`config.mk`:
```
export PLATFORM = sky130hd
export DESIGN_NAME = bin2bcd_seq
export DESIGN_NICKNAME = d
export VERILOG_FILES = /design/src/rtl/bin2bcd_seq.sv
export SDC_FILE = /design/constraint.sdc
export NUM_CORES = 1
export LEC_CHECK = 0
export CAP_MARGIN = 20
export CORE_MARGIN = 2
export CORE_UTILIZATION = 50
export CTS_BUF_LIST = sky130_fd_sc_hd__clkbuf_4 sky130_fd_sc_hd__clkbuf_8 sky130_fd_sc_hd__clkbuf_16
export CTS_CLUSTER_DIAMETER = 100
export DETAILED_ROUTE_END_ITERATION = 12
export GPL_TIMING_DRIVEN = 0
export PLACE_DENSITY = 0.79
export SKIP_CTS_REPAIR_TIMING = 1
export SYNTH_ARGS = -nofsm -noshare
export SYNTH_HDL_FRONTEND = slang
export SYNTH_SLANG_ARGS = --single-unit
```
`constraint.sdc`:
```
create_clock -name clk -period 2.42 [get_ports clk]
set_input_delay 0.726 -clock clk [delete_from_list [all_inputs] [get_ports clk]]
set_output_delay 0.726 -clock clk [all_outputs]
set_load 0.01 [all_outputs]
```
`src/rtl/bin2bcd_seq.sv`:
```
// Sequential binary-to-BCD converter: one double-dabble step per clock, valid/ready on both sides.
// Digits that do not fit are dropped, so bcd is the value mod 10^DIGITS with a sticky overflow flag.
module bin2bcd_seq #(
    parameter int unsigned BIN_W  = 16,
    parameter int unsigned DIGITS = 5
) (
    input  logic                clk,
    input  logic                rst,
    input  logic                in_valid,
    output logic                in_ready,
    input  logic [BIN_W-1:0]    bin,
    output logic                out_valid,
    input  logic                out_ready,
    output logic [4*DIGITS-1:0] bcd,
    output logic                overflow,
    output logic [DIGITS-1:0]   lz_mask
);

    localparam int unsigned CW = $clog2(BIN_W + 1);

    localparam logic [1:0] IDLE  = 2'd0;
    localparam logic [1:0] SHIFT = 2'd1;
    localparam logic [1:0] DONE  = 2'd2;

    logic [1:0]          state_q, state_d;
    logic [BIN_W-1:0]    sr_q, sr_d;
    logic [4*DIGITS-1:0] dig_q, dig_d;
    logic                ovf_q, ovf_d;
    logic [CW-1:0]       cnt_q, cnt_d;

    logic [4*DIGITS-1:0] adj;
    logic [4*DIGITS-1:0] dig_shift;
    logic                carry;

    // One double-dabble step: correct digits >= 5, then shift the next binary bit in.
    always_comb begin
        adj = dig_q;
        for (int d = 0; d < int'(DIGITS); d++) begin
            if (dig_q[4*d +: 4] >= 4'd5) begin
                adj[4*d +: 4] = dig_q[4*d +: 4] + 4'd3;
            end
        end
        dig_shift = {adj[4*DIGITS-2:0], sr_q[BIN_W-1]};
        carry     = adj[4*DIGITS-1];
    end

    always_comb begin
        state_d = state_q;
        sr_d    = sr_q;
        dig_d   = dig_q;
        ovf_d   = ovf_q;
        cnt_d   = cnt_q;
        case (state_q)
            IDLE: begin
                if (in_valid) begin
                    sr_d    = bin;
                    dig_d   = '0;
                    ovf_d   = 1'b0;
                    cnt_d   = CW'(BIN_W);
                    state_d = SHIFT;
                end
            end
            SHIFT: begin
                sr_d  = sr_q << 1;
                dig_d = dig_shift;
                ovf_d = ovf_q | carry;
                cnt_d = cnt_q - CW'(1);
                if (cnt_q == CW'(1)) begin
                    state_d = DONE;
                end
            end
            DONE: begin
                if (out_ready) begin
                    state_d = IDLE;
                end
            end
            default: state_d = IDLE;
        endcase
    end

    always_ff @(posedge clk or posedge rst) begin
        if (rst) begin
            state_q <= IDLE;
            sr_q    <= '0;
            dig_q   <= '0;
            ovf_q   <= 1'b0;
            cnt_q   <= '0;
        end else begin
            state_q <= state_d;
            sr_q    <= sr_d;
            dig_q   <= dig_d;
            ovf_q   <= ovf_d;
            cnt_q   <= cnt_d;
        end
    end

    // Digit k is blanked only when it and every digit above it are zero; the ones digit always shows.
    always_comb begin
        logic zero_run;
        lz_mask  = '0;
        zero_run = 1'b1;
        for (int k = int'(DIGITS) - 1; k >= 1; k--) begin
            zero_run   = zero_run & (dig_q[4*k +: 4] == 4'd0);
            lz_mask[k] = zero_run;
        end
    end

    assign in_ready  = (state_q == IDLE);
    assign out_valid = (state_q == DONE);
    assign bcd       = dig_q;
    assign overflow  = ovf_q;

endmodule

```
* Word level (Yosys, flattened, before mapping) *
Cells that the tools add are included.

cells by class
  add/subtract/negate cells = 6
  $lt $le $gt $ge = 5
  equality and inequality tests = 6
  mux-type cells = 17
  bitwise operators = 4
  reductions and logical operators = 8

operators by type and width
  cell                   number
  $pmux W20 S2           1
  $pmux W16 S2           1
  $add A4 B2 Y4 const B  5
  $ge A4 B3 Y1 const B   5
  $mux W20               1
  $mux W4                5
  $logic_not A4 Y1       4
  $mux W16               1
  $pmux W5 S2            1
  $mux W2                3
  $pmux W2 S3            1
  $eq A5 B1 Y1 const B   1
  $mux W5                1
  $sub A5 B1 Y5 const B  1
  $ne A2 B2 Y1 const B   2
  $and A1 B1 Y1          3
  $reduce_and A3 Y1      1
  $eq A2 B1 Y1 const B   1
  $eq A2 B2 Y1 const B   1
  $logic_not A2 Y1       1
  $ne A2 B1 Y1 const B   1
  $pmux W1 S2            1
  $reduce_and A2 Y1      1
  $reduce_bool A2 Y1     1
  2 further kinds        2

word-level totals
  flip-flop bits (word level) = 44
  input port bits = 20
  output and inout port bits = 28
  word-level logic and storage cells = 51

* Logic depth before layout (Yosys ltp) *
  depth in word-level cells = 4
  gate-level depth with buffers = 6

* Worst setup path after synthesis *
No wires, ideal clock.

  path kind = flip-flop to output port
  start point = register dig_q[16], in the netlist bcd[16]
  end point = output lz_mask[1]
  arrival = 1.677 ns
  data required time = 1.694 ns
  path slack = 0.017 ns
  cell stages (with the launch flop) = 7
  buffers on the path = 0
  cells stage by stage = dfrtp_1 inv_1 ha_1 nor3b_2 and3_1 and3_1 and3_1

between the ends
  longest elaborated chain between the ends = 4

RTL lines
  element                   line  source
  start: declaration        27    logic [4*DIGITS-1:0] dig_q, dig_d;
  start signal: assignment  91    dig_q <= dig_d;
  $logic_not A4 Y1          103   zero_run = zero_run & (dig_q[4*k +: 4] == 4'd0);
  named net lz_mask[4]      16    output logic [DIGITS-1:0] lz_mask
  $and A1 B1 Y1             103
  named net lz_mask[3]      16
  $and A1 B1 Y1             103
  named net lz_mask[2]      16
  $and A1 B1 Y1             103
  end: declaration          16

The timed path passes the listed nets, and every way through them passes these cells.

* Final worst setup path *
  start point = register dig_q[16], in the netlist bcd[16]
  end point = output lz_mask[1]

between the ends
  longest elaborated chain between the ends = 4

RTL lines
  element                     line
  $logic_not A4 Y1            103
  $and A1 B1 Y1 (3 in a row)  103

Every way passes these cells.

==> results by group <==
Clocking
  • CTS tree: done
  • Clock buffer depth: 2
  • Clock Pin Slew Worst Setup and Hold Paths: 0.08 ns
  • Clk root buf: clkbuf_8
  • Total CTS buffers: 5
  • Worst-skew pair later-pin latency: 0.30 ns
  • # H-tree levels: 2
  • # clock sinks: 44

Worst setup path
  • Setup CP Type: reg -> out
  • Critical path's top delay family: simple AND/OR/NAND/NOR gates
  • CP most frequent cell: and3_4
  • Required time of the critical path: 1.69 ns
  • Reg2reg end: bcd[18]
  • Critical path cell sequence: inv_2, ha_4, nor3b_4, and3_4, and3_4, and3_1, buf_2
  • Reg2Reg Launch Point: bcd[16]
  • Startpoint Class: flip-flop
  • R2R Setup Slk: 0.72 ns
  • CP Capture Type: output port
  • Worst R2R Path Depth: 7
  • WP data arrival: 1.79 ns
  • CP startpoint: bcd[16]
  • WP buf/inv: 2
  • Largest stage delay, worst path: 0.41 ns
  • End point of the critical path: lz_mask[1]
  • Worst-path fanout max: 3
  • Crit-path slowest cell: dfrtp_1
  • WP depth: 7

Floorplan
  • Initial Util: 0.5168
  • # IOs: 48
  • Chip height: 73.64 µm
  • Die area: 5423 µm²
  • Die Wd: 73.64 µm
  • Row cnt: 25
  • Core area: 4692 µm²

STA
  • Worst setup margin: -0.09779 ns
  • Fin crit period: 2.518 ns
  • Setup skew after layout: 0.007823 ns
  • Fmax: 397.2 MHz
  • Slew Limit Fails: 0
  • Final period util: 1.040
  • Final hold viol count: 0
  • Hold WS: 0.4846 ns
  • RSZ-0062 raised after global routing: yes
  • Final setup viols: 1

Drt
  • Total number of vias: 1989
  • 1st-pass router iterations: 4
  • DR iter-0 viols: 104
  • Routed WL per cell: 15.36 µm
  • Drc violations: 0
  • Post-route ant nets: 0
  • Drt total wl: 5.421 mm
  • Via density per instance: 5.635

Power and ir drop
  • PD cells: 1337 nW/µm²
  • VDD IR-drop max: 0.5433 mV
  • Leak: 1.513 nW

Synthesis
  • Post-Syn Instances: 237
  • Largest family of logic cells by synthesized area: compound AO/OA/AOI/OAI gates
  • Sequential-to-total area share from yosys stat: 0.4541
  • Ys async rst share: 1.000
  • Synthesis Warnings: 0
  • Synth Flop Type: dfrtp_1
  • Synth Area in Simple Gates: 0.1527
  • Flops & latches, synth: 44
  • Synthesized area per cell: 10.23 µm²
  • XOR/XNOR share of the synthesized area: 0.03612
  • Adder-Cell Fraction of Synth Area: 0.07740
  • Mux contribution to synthesized area: 0.02064
  • Count of flip-flops with a built-in enable after synthesis: 0
  • Mapped Area: 2425 µm²
  • Netlist cell types: 36
  • Syn Nets: 272
  • Synth Area in Compound Gates: 0.2002

Layout
  • Net total in the final layout: 334
  • Syn-to-layout area delta: 30.34%
  • Fraction of final layout cells sized beyond drive strength 1: 0.1438
  • Multi-input combinational cell area: 1216 µm²
  • Core Util, Final: 0.6736
  • Fill cell count: 384
  • Register area: 1101 µm²
  • Ant diodes: 0

GRT
  • First-pass GRT wire length: 9.094 mm
  • Number of global-route vias before repair: 1957
  • Antenna violations before repair: 0
  • GR Util All Layers: 0.2158
  • GR Overflow Total: 0
  • Largest net degree at the start of global routing: 36

Placed design
  • Detailed placement HPWL: 3.841 mm
  • Routability cong.: 0.7907
  • Post-Place Setup Slack: -0.3406 ns
  • Port buffer count: 46

Hold path
  • HP Class: reg -> reg

Flow run
  • Maxcap violations: 0

Run status
  • Violated checks: negative setup slack
  • Status: complete, but fails checks
## Yosys cell counts, types with 2 or more instances
master     n  area share
o32ai_1    3       0.011
a32o_1     6       0.025
o31ai_1    6       0.019
o22ai_1    7       0.018
mux2i_1    5       0.021
nor2_1     5      0.0077
nor2b_1    3      0.0077
xor2_1     4       0.014
a22oi_1    2      0.0062
and3_1     3      0.0077
buf_2      6       0.012
a21oi_1   20       0.041
o21ai_0   23       0.047
xnor2_1    6       0.022
nand2_1   21       0.033
clkbuf_1   4      0.0062
a22o_1     6       0.022
inv_1     14       0.022
ha_1      15       0.077
and3b_1   13       0.047
buf_6      3       0.014
nand2b_1   5       0.013
dfrtp_1   44        0.45
## report_power, final
| part | leakage [nW] | total (W) | switching, W | internal (W) |
|---|---|---|---|---|
| Combinational | 0.905 | 0.00234 | 0.00115 | 0.00119 |
| Clock | 0.0503 | 0.000501 | 0.000246 | 0.000254 |
| Sequential | 0.557 | 0.00138 | 0.000309 | 0.00107 |
| Total | 1.51 | 0.00422 | 0.00170 | 0.00252 |
## stage by stage
stage          cell area [µm²]  instances  power, W   TNS, ns
3_3_place_gp              2953        337  0.003512    -10.56
2_1_floorplan             2425        237  0.002830         0
6_report                  3161        353  0.004224  -0.09779
3_5_place_dp              2973        338  0.003619   -0.5538
5_1_grt                   3161        353  0.004546   -0.2057
4_1_cts                   3069        345  0.004130    -1.880
## flip-flops by register name, summed over array words and instances, names as in the netlist
signal / cells
bcd: 20
sr_q: 16
state_q: 2
overflow: 1
cnt_q: 5
## tightest hold or removal path: stages (launching register included)
cell and delay, ns:
dfrtp_1 0.35, nand2_1 0.05, o21ai_0 0.06
## metal layers
layer,vias up,GRT usage,part of all wire
met5,-,0,0
met4,0,0.07879,0.013
met3,6,0.04390,0.049
met2,56,0.3552,0.49
met1,964,0.2812,0.45
li1,963,-,-
## cells by family (layout without fill, tap and decap cells)
kind of cell    Yosys count  count (layout)
flops                    44              44
xor+xnor                 10              10
buf+inv                  28              90
other cells               1               1
fa+ha+maj                15              15
compound gates           75              75
simple gates             59              59
mux                       5               5
## final cells by class
class | count | share of cell area
sequential | 44 | 0.3484
tap | 54 | 0.02138
buffer | 14 | 0.02732
clock buffer | 7 | 0.03048
multi-input combinational | 165 | 0.3848
timing repair buffer | 55 | 0.1710
inverter | 14 | 0.01663
## how the worst min path moves through the flow
stage | depth (start not counted) | to | start | slack, ns
after floorplan | 2 | bcd[0] | sr_q[15] | 0.45
after global placement | 2 | overflow | overflow | 0.47
after detailed placement | 2 | sr_q[12] | sr_q[12] | 0.47
after CTS | 2 | sr_q[12] | sr_q[12] | 0.49
after global routing | 2 | sr_q[2] | sr_q[2] | 0.51
final | 2 | sr_q[6] | sr_q[6] | 0.48
## layout by cell type, fill, tap and decap left out, types with 7 or more instances in the layout
master and instances:
inv_1 11, buf_2 8, a21oi_1 20, ha_1 14
dfrtp_1 44, nand2_1 21, o22ai_1 7, o21ai_0 23
buf_4 9, clkdlybuf4s50_1 40, and3b_1 13, clkbuf_8 7
Note: power is estimated with default switching activity, not from simulation.
